### src/rtl/alu_sequencer.sv
// Instruction sequencer that owns the register file and NZVC flags and drives an external
// combinational 8-bit ALU. It adds LDI and a shift-add MUL on top of the ALU's eight operations.
module alu_sequencer #(
  parameter int NREG      = 4,
  parameter int MUL_STEPS = 8
) (
  input  logic       clk,
  input  logic       rst_n,
  input  logic       cmd_valid,
  output logic       cmd_ready,
  input  logic [3:0] cmd_op,
  input  logic [1:0] cmd_rd,
  input  logic [1:0] cmd_ra,
  input  logic [1:0] cmd_rb,
  input  logic [7:0] cmd_imm,
  output logic       rsp_valid,
  output logic       rsp_err,
  output logic [7:0] alu_a,
  output logic [7:0] alu_b,
  output logic [2:0] alu_sel,
  input  logic [7:0] alu_result,
  input  logic [3:0] alu_nzvc,
  output logic [3:0] flags,
  input  logic [1:0] dbg_sel,
  output logic [7:0] dbg_data
);

  localparam int CW = (MUL_STEPS > 1) ? $clog2(MUL_STEPS) : 1;
  localparam logic [CW-1:0] CNT_LAST = CW'(MUL_STEPS - 1);

  typedef enum logic [1:0] {S_IDLE, S_EXEC, S_MUL, S_DONE} state_t;

  state_t        state_q, state_d;
  logic [7:0]    regs [NREG];
  logic [3:0]    op_q;
  logic [1:0]    rd_q;
  logic [7:0]    imm_q;
  // During MUL, opa is the shifting multiplicand and opb the shifting multiplier.
  logic [7:0]    opa, opb;
  logic [7:0]    acc;
  logic          lost, cy, err;
  logic [CW-1:0] cnt;

  logic          accept;
  logic [7:0]    acc_next;
  logic          cy_next;

  assign cmd_ready = (state_q == S_IDLE);
  assign accept    = cmd_ready && cmd_valid;
  assign rsp_valid = (state_q == S_DONE);
  assign rsp_err   = rsp_valid && err;
  assign dbg_data  = regs[dbg_sel];

  // A partial product is added only when the current multiplier bit is set; a carry out of the
  // ADD, or any multiplicand bit already shifted past bit 7, means the product overflows a byte.
  assign acc_next = opb[0] ? alu_result : acc;
  assign cy_next  = cy | (opb[0] & (alu_nzvc[0] | lost));

  always_ff @(posedge clk or negedge rst_n) begin
    if (!rst_n) state_q <= S_IDLE;
    else        state_q <= state_d;
  end

  // NOTE: every signal assigned in a combinational block gets a default first, so no path leaves it unassigned and no latch is inferred.
  always_comb begin
    state_d = state_q;
    unique case (state_q)
      S_IDLE: if (cmd_valid) state_d = (cmd_op == 4'd9) ? S_MUL : S_EXEC;
      S_EXEC: state_d = S_DONE;
      S_MUL:  if (cnt == CNT_LAST) state_d = S_DONE;
      S_DONE: state_d = S_IDLE;
      default: state_d = S_IDLE;
    endcase
  end

  always_comb begin
    alu_a   = '0;
    alu_b   = '0;
    alu_sel = '0;
    unique case (state_q)
      S_EXEC: begin
        alu_a   = opa;
        alu_b   = opb;
        alu_sel = op_q[2:0];
      end
      S_MUL: begin
        alu_a   = acc;
        alu_b   = opa;
        alu_sel = 3'b000;
      end
      default: ;
    endcase
  end

  // NOTE: the register file is reset explicitly because its cleared contents are architecturally visible after reset.
  always_ff @(posedge clk or negedge rst_n) begin
    if (!rst_n) begin
      for (int i = 0; i < NREG; i++) regs[i] <= '0;
      flags <= '0;
      op_q  <= '0;
      rd_q  <= '0;
      imm_q <= '0;
      opa   <= '0;
      opb   <= '0;
      acc   <= '0;
      lost  <= 1'b0;
      cy    <= 1'b0;
      err   <= 1'b0;
      cnt   <= '0;
    end else begin
      unique case (state_q)
        S_IDLE: if (accept) begin
          op_q  <= cmd_op;
          rd_q  <= cmd_rd;
          imm_q <= cmd_imm;
          opa   <= regs[cmd_ra];
          opb   <= regs[cmd_rb];
          acc   <= '0;
          lost  <= 1'b0;
          cy    <= 1'b0;
          cnt   <= '0;
          err   <= 1'b0;
        end
        S_EXEC: begin
          unique case (op_q)
            4'd0, 4'd1, 4'd4, 4'd5, 4'd6, 4'd7: begin
              regs[rd_q] <= alu_result;
              flags      <= alu_nzvc;
            end
            4'd2, 4'd3: begin
              regs[rd_q] <= alu_result;
              flags[3:2] <= alu_nzvc[3:2];
            end
            4'd8: begin
              regs[rd_q] <= imm_q;
              flags[3]   <= imm_q[7];
              flags[2]   <= (imm_q == 8'h00);
            end
            default: err <= 1'b1;
          endcase
        end
        S_MUL: begin
          acc  <= acc_next;
          cy   <= cy_next;
          lost <= lost | opa[7];
          opa  <= opa << 1;
          opb  <= opb >> 1;
          cnt  <= cnt + 1'b1;
          if (cnt == CNT_LAST) begin
            regs[rd_q] <= acc_next;
            flags      <= {acc_next[7], (acc_next == 8'h00), 1'b0, cy_next};
          end
        end
        S_DONE: err <= 1'b0;
        default: ;
      endcase
    end
  end

endmodule

### config.mk
export PLATFORM = sky130hd
export DESIGN_NAME = alu_sequencer
export DESIGN_NICKNAME = d
export VERILOG_FILES = /design/src/rtl/alu_sequencer.sv
export SDC_FILE = /design/constraint.sdc
export NUM_CORES = 1
export LEC_CHECK = 0
export BUFFER_PORTS_ARGS = -buffer_cell sky130_fd_sc_hd__buf_2
export CORE_UTILIZATION = 35
export CTS_CLUSTER_DIAMETER = 80
export DETAILED_ROUTE_END_ITERATION = 12
export GPL_ROUTABILITY_DRIVEN = 0
export PLACE_DENSITY_LB_ADDON = 0.12
export SLEW_MARGIN = 20
export SYNTH_ARGS = -nofsm -noshare
export SYNTH_HDL_FRONTEND = slang
export SYNTH_SLANG_ARGS = --single-unit
### constraint.sdc
create_clock -name clk -period 4.1 [get_ports clk]
set_input_delay 0.41 -clock clk [delete_from_list [all_inputs] [get_ports clk]]
set_output_delay 0.41 -clock clk [all_outputs]
set_load 0.01 [all_outputs]
==> results of run 1 <==
[worst max path at each step]
stage / depth (start not counted) / slack [ps] / startpoint / to
2_1_floorplan: 6 / 2150 / state_q[0]$_DFFE_PN0P_ / alu_a[1]
3_3_place_gp: 5 / 1460 / state_q[0]$_DFFE_PN0P_ / regs[17]$_DFFE_PN0P_
3_5_place_dp: 5 / 1360 / state_q[0]$_DFFE_PN0P_ / regs[1]$_DFFE_PN0P_
4_1_cts: 5 / 1360 / state_q[0]$_DFFE_PN0P_ / regs[1]$_DFFE_PN0P_
5_1_grt: 5 / 1070 / state_q[0]$_DFFE_PN0P_ / flags[0]$_DFFE_PN0P_
6_report: 5 / 1370 / state_q[0]$_DFFE_PN0P_ / regs[1]$_DFFE_PN0P_
[per-layer routing]
metal | share of wire | up-vias | global-route usage
met2 | 0.48 | 74 | 0.310
met4 | 0.014 | 0 | 0.0649
li1 | - | 1633 | -
met5 | 0 | - | 0
met1 | 0.47 | 1799 | 0.275
met3 | 0.037 | 15 | 0.0381
[state kept, by name, summed over array words and instances (netlist names)]
name and flops:
acc 8, cnt 3, cy 1, err 1
flags 4, imm_q 8, lost 1, op_q 4
opa 8, opb 8, rd_q 2, regs 32
state_q 2
[cell families after synthesis]
family          Yosys count  share of synthesized area
simple gates             93                      0.114
compound gates           92                      0.134
mux                      91                      0.267
flops                    82                      0.432
buf+inv                  41                     0.0355
fa+ha+maj                 7                     0.0184
[cell type report]
type,count,area (µm²)
fillers,1308,7680
multi-input cells,283,2540
flip-flops and latches,82,2050
repair buffers,70,362
clock buffers,9,225
well taps,176,220
clock inverters,7,118
inverters,12,45.0
[power by group through the flow]
stage	clock network (W)	registers (W)	logic (W)
2_1_floorplan	0	0.00151	0.00172
3_3_place_gp	0	0.00167	0.00219
3_5_place_dp	0	0.00169	0.00224
4_1_cts	0.000958	0.00168	0.00225
5_1_grt	0.000987	0.00176	0.00245
6_report	0.000931	0.00168	0.00222
[placed cells by master (no fill, tap or decap), types with 2 or more instances in the layout]
cell type,Yosys,final
clkinv_4,0,2
or4_1,3,3
a31oi_1,5,5
a32o_1,2,2
inv_1,12,12
and2_1,4,4
dfrtp_1,82,82
nor3_1,2,2
o21ai_0,26,25
mux2i_1,21,21
and3_1,3,3
nor4_1,3,3
mux2_2,46,46
mux4_2,24,24
buf_2,6,67
nor2_1,11,11
bufinv_16,0,3
a22o_1,9,9
ha_1,7,7
nand2_1,29,29
nand2b_1,7,7
clkinv_2,0,2
o211a_1,5,5
buf_4,2,2
nor2b_1,21,21
a22oi_1,16,16
clkbuf_16,0,9
o22ai_1,7,7
o211ai_1,2,2
a21oi_1,12,12
[per-stage QoR]
step                utilization  hold WS [ps]  std cells  total power (W)
floorplan                     -           114        406          0.00323
global placement          0.394           481        623          0.00386
detailed placement        0.394           489        623          0.00393
CTS                       0.420           276        639          0.00488
global route              0.420           183        639          0.00520
finish                    0.420          75.0        639          0.00483
==> impl_metrics.json, run 1 <==
{
  "critPathLaunchType": "flip-flop",
  "drt_wl_total_um": 12700,
  "grtUsageTotal": 0.198,
  "hold_path_class": "in -> async",
  "p_leak_nw": 2.46,
  "routed_via_density": 5.51,
  "slowest_stage": "inv_1",
  "skew_ps": 7.84,
  "rsz0062_at_grt": "no",
  "rows": 42,
  "antenna_cells": 0,
  "setup_viol": 0,
  "post-synth-top-count-cell": "dfrtp_1",
  "finalMaxSlewViolations": 0,
  "endpoint_kind": "flip-flop",
  "drc": 0,
  "worstReg2RegStart": "state_q[0]$_DFFE_PN0P_",
  "hold_buffers": 0,
  "crit_buf_inv": 2,
  "maxSlewHeadroom": 0.274,
  "ant_nets": 0,
  "vias": 3521,
  "ys_warn_count": 0,
  "cp_max_fo": 24,
  "grt_pass1_wl_um": 20800,
  "drtPass1Iterations": 4,
  "share_seq_of_total_power": 0.348,
  "grt_pass1_vias": 3661,
  "period_share": 0.667,
  "cp_cell_sequence": "inv_1 -> ha_1 -> inv_1 -> a21oi_1 -> mux2_2",
  "fmax_mhz": 366,
  "synth_common_cells": "dfrtp_1 (82), mux2_2 (46), nand2_1 (29)",
  "required_ps": 4390,
  "p_sw_w": 0.00193,
  "finalInstanceArea_um2": 5560,
  "synth_top_area_share": 0.432,
  "crit_type": "reg -> reg",
  "synthCells": 406,
  "ctsResizeCount": 0,
  "globalRouteOverflowTotal": 0,
  "drt_iter0_drc": 213,
  "r2r_slack_ps": 1370,
  "layout_setup_ws_ps": 1370,
  "worstMarginPinSlew_ps": 1090,
  "start_util": 0.359,
  "synthTopCellsByArea": "dfrtp_1 (43%), mux4_2 (11%), mux2_2 (11%), mux2i_1 (4.4%), nor2b_1 (2.8%)",
  "layout.nets": 500,
  "ys_seq_elements": 82,
  "cap_violations": 0,
  "antenna_found_initial": 0,
  "clk_latency_ps": 350,
  "power_frac_comb": 0.460,
  "worst_ep_arrival_time_ps": 3020,
  "vdd.ir_drop.worst_mv": 0.389,
  "r2r-end": "regs[1]$_DFFE_PN0P_",
  "dieArea_um2": 14100,
  "p_int_w": 0.00291,
  "postCtsSetupBuffers": 0,
  "synth.distinct_cells": 46,
  "cts-root-buf": "clkbuf_16",
  "clkTransAtPathRegs_ps": 60,
  "slowest_delay_ps": 720,
  "synth-seq-area-share": 0.432,
  "postPlaceCellArea_um2": 5210,
  "period_needed_ps": 2730,
  "synth_nets": 448,
  "io_buffers": 68,
  "area_delta_synth_final_pct": 16.9,
  "cts_buffer_depth": 2,
  "ff2ff_path_depth": 5,
  "power_density_nw_per_um2": 870,
  "cts_tree": "built",
  "die_h_um": 119,
  "dieWidth_um": 119,
  "numCtsBuffers": 9,
  "finalHoldViolations": 0,
  "finalSetupTns_ps": 0,
  "drive_gt1_frac": 0.352,
  "swShare": 0.399,
  "post_drt_wl_per_cell_um": 19.8,
  "ys_async_sr_fraction": 1.00,
  "grt_max_degree": 83,
  "ioPinCount": 69,
  "cts_sinks": 82,
  "status": "finished clean",
  "synth_edf_count": 0,
  "synth_flop_cell": "dfrtp_1",
  "htreeDepth": 3,
  "dp_slack_ps": 1360,
  "synth_largest_area_cell": "dfrtp_1",
  "cpLargestDelayFamily": "buffers and inverters",
  "dp_hpwl_um": 9070,
  "syn_avg_cell_area_um2": 11.7,
  "synth_area_um2": 4750,
  "crit_top_cell": "inv_1",
  "pwr-share-clk": 0.193,
  "core_um2": 13200
}
Note: power is estimated with default switching activity, not from simulation.
==> run 2: changes to the inputs <==
--- a/config.mk
+++ b/config.mk
@@ -5,6 +5,7 @@
 export SDC_FILE = /design/constraint.sdc
 export NUM_CORES = 1
 export LEC_CHECK = 0
+export ABC_AREA = 1
 export BUFFER_PORTS_ARGS = -buffer_cell sky130_fd_sc_hd__buf_2
 export CORE_UTILIZATION = 35
 export CTS_CLUSTER_DIAMETER = 80
==> constraint.sdc (replaced) <==
create_clock -name clk -period 2.54 [get_ports clk]
set_input_delay 0.254 -clock clk [delete_from_list [all_inputs] [get_ports clk]]
set_output_delay 0.254 -clock clk [all_outputs]
set_load 0.01 [all_outputs]
==> impl_metrics.json, run 2 <==
{
  "crit_type": "reg -> out",
  "finalHoldViolations": 0,
  "cts-root-buf": "clkbuf_16",
  "dieWidth_um": 120,
  "grt_pass1_vias": 4378,
  "synth-seq-area-share": 0.423,
  "grtUsageTotal": 0.217,
  "drt_iter0_drc": 413,
  "syn_avg_cell_area_um2": 7.08,
  "cp_max_fo": 18,
  "io_buffers": 68,
  "p_leak_nw": 2.88,
  "vdd.ir_drop.worst_mv": 0.491,
  "finalSetupTns_ps": 0,
  "synth_top_area_share": 0.423,
  "antenna_cells": 0,
  "r2r_slack_ps": 490,
  "power_density_nw_per_um2": 1360,
  "start_util": 0.362,
  "synth.distinct_cells": 31,
  "dp_slack_ps": 517,
  "synth_nets": 727,
  "post_drt_wl_per_cell_um": 15.9,
  "layout_common_cells": "nand2_1 (229), dfrtp_1 (82), a21oi_1 (78)",
  "layout.nets": 781,
  "numCtsBuffers": 9,
  "ioPinCount": 69,
  "final_common_cell": "nand2_1",
  "cts_buffer_depth": 2,
  "required_ps": 2290,
  "grtUsageMet2": 0.327,
  "htreeDepth": 3,
  "drc": 0,
  "synth_flop_cell": "dfrtp_1",
  "totalPowerFinal_w": 0.00765,
  "layout_setup_ws_ps": 357,
  "synthTopCellsByArea": "dfrtp_1 (42%), nand2_1 (18%), a21oi_1 (8.1%), o21ai_0 (5.2%), inv_1 (4.3%)",
  "post-synth-top-count-cell": "nand2_1",
  "hold_path_class": "in -> reg",
  "cts_sinks": 82,
  "worst_ep_arrival_time_ps": 1930,
  "power_frac_comb": 0.502,
  "die_h_um": 120,
  "p_int_w": 0.00397,
  "clkTransAtPathRegs_ps": 60,
  "worstReg2RegStart": "state_q[0]$_DFFE_PN0P_",
  "slowest_delay_ps": 430,
  "globalRouteOverflowTotal": 0,
  "slowest_stage": "inv_1",
  "clk_latency_ps": 350,
  "crit_top_cell": "inv_1",
  "worstMarginPinSlew_ps": 592,
  "synth_largest_area_cell": "dfrtp_1",
  "ys_seq_elements": 82,
  "skew_ps": 6.74,
  "ff2ff_path_depth": 8,
  "p_sw_w": 0.00368,
  "grt_use_met3": 0.0418,
  "maxSlewHeadroom": 0.603,
  "ys_warn_count": 0,
  "period_needed_ps": 2180,
  "antenna_found_initial": 0,
  "setup_viol": 0,
  "endpoint_kind": "output port",
  "postCtsSetupBuffers": 0,
  "synth_area_um2": 4850,
  "use_met1": 0.305,
  "grt_pass1_wl_um": 23700,
  "grt_max_degree": 45,
  "critPathLaunchType": "flip-flop",
  "status": "finished clean",
  "routed_via_density": 5.04,
  "grt-busiest-layer": "met2",
  "share_seq_of_total_power": 0.321,
  "fmax_mhz": 458,
  "dieArea_um2": 14300,
  "cts_tree": "built",
  "synth_common_cells": "nand2_1 (229), dfrtp_1 (82), a21oi_1 (78)",
  "cp_cell_sequence": "inv_1 -> ha_1 -> inv_1 -> a21oi_1 -> buf_2",
  "worstHoldStart": "cmd_imm[5]",
  "max_flop_register": "regs",
  "drive_gt1_frac": 0.157,
  "synth_edf_count": 0,
  "drtPass1Iterations": 5,
  "ctsResizeCount": 0,
  "rsz0062_at_grt": "no",
  "cap_violations": 0,
  "ant_nets": 0,
  "whs_path_depth": 3,
  "drt_wl_total_um": 14700,
  "hold_buffers": 1,
  "swShare": 0.481,
  "core_um2": 13400,
  "finalMaxSlewViolations": 0,
  "rows": 42,
  "period_share": 0.859,
  "dp_hpwl_um": 10700,
  "ys_async_sr_fraction": 1.00,
  "synthCells": 685,
  "area_delta_synth_final_pct": 16.0,
  "whs_endpoint": "imm_q[5]$_DFFE_PN0P_",
  "r2r-end": "regs[29]$_DFFE_PN0P_",
  "vias": 4639,
  "largest_reg_flops": 32,
  "pwr-share-clk": 0.176
}
run 2: changes by cell type after synthesis, sizes merged, moves of 41 or more:
cell	before	now
mux2	46	0
a21oi	12	78
nand2	29	231
inv	12	65
nor2	11	52
o21ai	26	94
run 2: final cells by class:
cell class | count | area (µm²)
sequential | 82 | 2050
timing repair buffer | 77 | 425
fill | 1439 | 7770
tap | 176 | 220
clock buffer | 10 | 239
multi-input combinational | 504 | 2380
clock inverter | 6 | 66.3
inverter | 65 | 244
run 2: worst max-delay path: cells and delay by family, from the launching register on:
| family | cells | cell delay (ps) |
|---|---|---|
| buffers and inverters | 3 | 710 |
| AO/OA/AOI/OAI | 1 | 140 |
| flip-flops | 1 | 400 |
| adder cells (fa/ha/maj) | 1 | 330 |
run 2: logic make-up (layout without fill, tap and decap cells):
logic type                 count (synthesis)  in the layout  share of synthesized area
and+or+nand+nor                          313            313                      0.273
DFF                                       82             82                      0.423
AOI/OAI and AO/OA                        184            184                      0.199
adders and majority gates                  7              7                     0.0181
buffers and inverters                     99            158                     0.0862
run 2: worst max-delay path by stage:
stage	startpoint	to	slack (ps)	depth (start not counted)
final	state_q[0]$_DFFE_PN0P_	alu_a[0]	360	5
after CTS	state_q[0]$_DFFE_PN0P_	alu_a[0]	350	5
after floorplan	state_q[0]$_DFFE_PN0P_	alu_b[1]	820	6
after global routing	state_q[0]$_DFFE_PN0P_	alu_b[1]	220	5
after global placement	state_q[0]$_DFFE_PN0P_	regs[7]$_DFFE_PN0P_	580	9
after detailed placement	state_q[0]$_DFFE_PN0P_	regs[29]$_DFFE_PN0P_	520	8
run 2: per-layer routing:
layer	wire length, µm	vias up
li1	-	2319
met1	6880	2170
met2	6630	125
met3	744	25
met4	396	0
met5	0	-
run 2: power by group through the flow:
stage | logic, W | registers [W] | clock network (W)
2_1_floorplan | 0.00286 | 0.00229 | 0
3_5_place_dp | 0.00387 | 0.00247 | 0
4_1_cts | 0.00388 | 0.00245 | 0.00138
5_1_grt | 0.00434 | 0.00253 | 0.00143
3_3_place_gp | 0.00382 | 0.00245 | 0
6_report | 0.00384 | 0.00246 | 0.00135
run 2: through the flow:
step            util  area (µm²)  hold slack, ps  instances
2_1_floorplan      -        4850           -41.6        685
5_1_grt        0.420        5630             102        920
6_report       0.420        5630            96.8        920
3_5_place_dp   0.396        5310             302        903
4_1_cts        0.420        5630            87.7        920
3_3_place_gp   0.396        5310             299        903
==> run 3: changes to the inputs <==
--- a/config.mk
+++ b/config.mk
@@ -11,7 +11,9 @@
 export CTS_CLUSTER_DIAMETER = 80
 export DETAILED_ROUTE_END_ITERATION = 12
 export GPL_ROUTABILITY_DRIVEN = 0
+export HOLD_SLACK_MARGIN = 0.02
 export PLACE_DENSITY_LB_ADDON = 0.12
+export SETUP_SLACK_MARGIN = 0.5
 export SLEW_MARGIN = 20
 export SYNTH_ARGS = -nofsm -noshare
 export SYNTH_HDL_FRONTEND = slang
==> impl_metrics.json, run 3 (synthesis gave the netlist of run 2 again) <==
{
  "status": "finished clean",
  "vias": 4698,
  "skew_ps": 5.58,
  "post_drt_wl_per_cell_um": 16.1,
  "routed_via_density": 5.08,
  "globalRouteOverflowTotal": 0,
  "finalSetupTns_ps": 0,
  "setup_viol": 0,
  "worstHoldStart": "cmd_imm[5]",
  "cts-root-buf": "clkbuf_16",
  "ant_nets": 0,
  "die_h_um": 120,
  "drt_iter0_drc": 451,
  "pwr-share-clk": 0.169,
  "endpoint_kind": "output port",
  "layout.nets": 785,
  "fmax_mhz": 505,
  "max_flop_register": "regs",
  "layout_common_cells": "nand2_1 (229), dfrtp_1 (81), a21oi_1 (75)",
  "io_buffers": 68,
  "cts_tree": "built",
  "maxSlewHeadroom": 0.604,
  "whs_endpoint": "imm_q[5]$_DFFE_PN0P_",
  "ioPinCount": 69,
  "r2r_slack_ps": 690,
  "whs_path_depth": 3,
  "grt_pass1_wl_um": 23800,
  "worstMarginPinSlew_ps": 590,
  "clk_latency_ps": 350,
  "grtUsageTotal": 0.218,
  "required_ps": 2290,
  "drt_wl_total_um": 14900,
  "r2r-end": "regs[19]$_DFFE_PN0P_",
  "antenna_cells": 0,
  "start_util": 0.362,
  "drtPass1Iterations": 7,
  "share_seq_of_total_power": 0.309,
  "dp_hpwl_um": 10700,
  "cts_sinks": 82,
  "totalPowerFinal_w": 0.00798,
  "hold_path_class": "in -> reg",
  "period_share": 0.779,
  "p_sw_w": 0.00381,
  "dieArea_um2": 14300,
  "fin_cells": 924,
  "power_frac_comb": 0.522,
  "numCtsBuffers": 9,
  "clkTransAtPathRegs_ps": 60,
  "layout_setup_ws_ps": 560,
  "p_int_w": 0.00417,
  "dieWidth_um": 120,
  "drc": 0,
  "finalHoldViolations": 0,
  "htreeDepth": 3,
  "core_um2": 13400,
  "fillCellCount": 1433,
  "p_leak_nw": 2.90,
  "place_inst": 903,
  "rsz0062_at_grt": "yes",
  "power_density_nw_per_um2": 1390,
  "grt_pass1_vias": 4406,
  "dp_slack_ps": 517,
  "swShare": 0.478,
  "grt_max_degree": 45,
  "antenna_found_initial": 0,
  "final_common_cell": "nand2_1",
  "drive_gt1_frac": 0.176,
  "cp_max_fo": 18,
  "period_needed_ps": 1980,
  "crit_type": "reg -> out",
  "finalMaxSlewViolations": 0,
  "vdd.ir_drop.worst_mv": 0.521,
  "worst_ep_arrival_time_ps": 1730,
  "worstReg2RegStart": "state_q[1]$_DFFE_PN0P_",
  "ff2ff_path_depth": 9,
  "area_delta_synth_final_pct": 18.6,
  "rows": 42,
  "cap_violations": 0,
  "largest_reg_flops": 32,
  "critPathLaunchType": "flip-flop",
  "cts_buffer_depth": 2
}
## run 3: cell types whose count changed in the layout (fill, tap and decap cells not counted), moves of 2 or more
cell | previous run | this run
a21oi_1 | 78 | 75
a21oi_2 | 0 | 3
buf_12 | 1 | 3
ha_1 | 7 | 4
ha_4 | 0 | 2
inv_1 | 56 | 53
nor2_4 | 1 | 3
## run 3: worst max-delay path, cell delays in order (launching register included)
cell	delay (ps)
dfrtp_2	400
inv_2	80
ha_4	290
clkinvlp_4	90
buf_12	160
a21oi_1	180
buf_2	170
## run 3: layout make-up
type,count,area [µm²],share of cell area
Multi-Input combinational cell,505,2440,0.424
Sequential cell,82,2050,0.357
Timing Repair Buffer,80,484,0.0842
Inverter,65,251,0.0437
Clock buffer,10,239,0.0416
Tap cell,176,220,0.0383
Clock inverter,6,66.3,0.0115
## run 3: worst max path at each step
stage                           startpoint              endpoint  slack, ps  cells after the start
finish              state_q[1]$_DFFE_PN0P_              alu_a[1]        560                      6
global route        state_q[1]$_DFFE_PN0P_              alu_a[6]        490                      6
CTS                 state_q[1]$_DFFE_PN0P_              alu_a[1]        510                      6
detailed placement  state_q[0]$_DFFE_PN0P_  regs[29]$_DFFE_PN0P_        520                      8
global placement    state_q[0]$_DFFE_PN0P_   regs[7]$_DFFE_PN0P_        580                      9
floorplan           state_q[0]$_DFFE_PN0P_              alu_b[1]        820                      6
## run 3: timing repair
| item | CTS | global route |
|---|---|---|
| gates cloned | 0 | 1 |
| buffers inserted | 3 | 0 |
| setup endpoints to repair | 17 | 40 |
| pin swaps | 0 | 1 |
| gates resized for setup | 13 | 9 |
| hold buffers | 1 | 0 |
| endpoints found under the hold margin | 43 | 0 |
## run 3: per-stage QoR
| stage | hold slack (ps) | utilization | cell area [µm²] |
|---|---|---|---|
| floorplan | -41.6 | - | 4850 |
| global placement | 299 | 0.396 | 5310 |
| detailed placement | 302 | 0.396 | 5310 |
| CTS | 87.7 | 0.427 | 5720 |
| global route | 102 | 0.429 | 5750 |
| finish | 96.0 | 0.429 | 5750 |
## run 3: power by group through the flow
stage	logic [W]	registers [W]	clock network, W
6_report	0.00416	0.00247	0.00135
5_1_grt	0.00467	0.00254	0.00143
4_1_cts	0.00411	0.00245	0.00138
3_5_place_dp	0.00387	0.00247	0
3_3_place_gp	0.00382	0.00245	0
2_1_floorplan	0.00286	0.00229	0
## run 3: per-layer routing
layer | wire (µm) | up-vias | global-route usage
met5 | 0 | - | 0
met4 | 395 | 0 | 0.0875
met3 | 762 | 26 | 0.0418
met2 | 6750 | 142 | 0.333
met1 | 6990 | 2199 | 0.304
li1 | - | 2331 | -
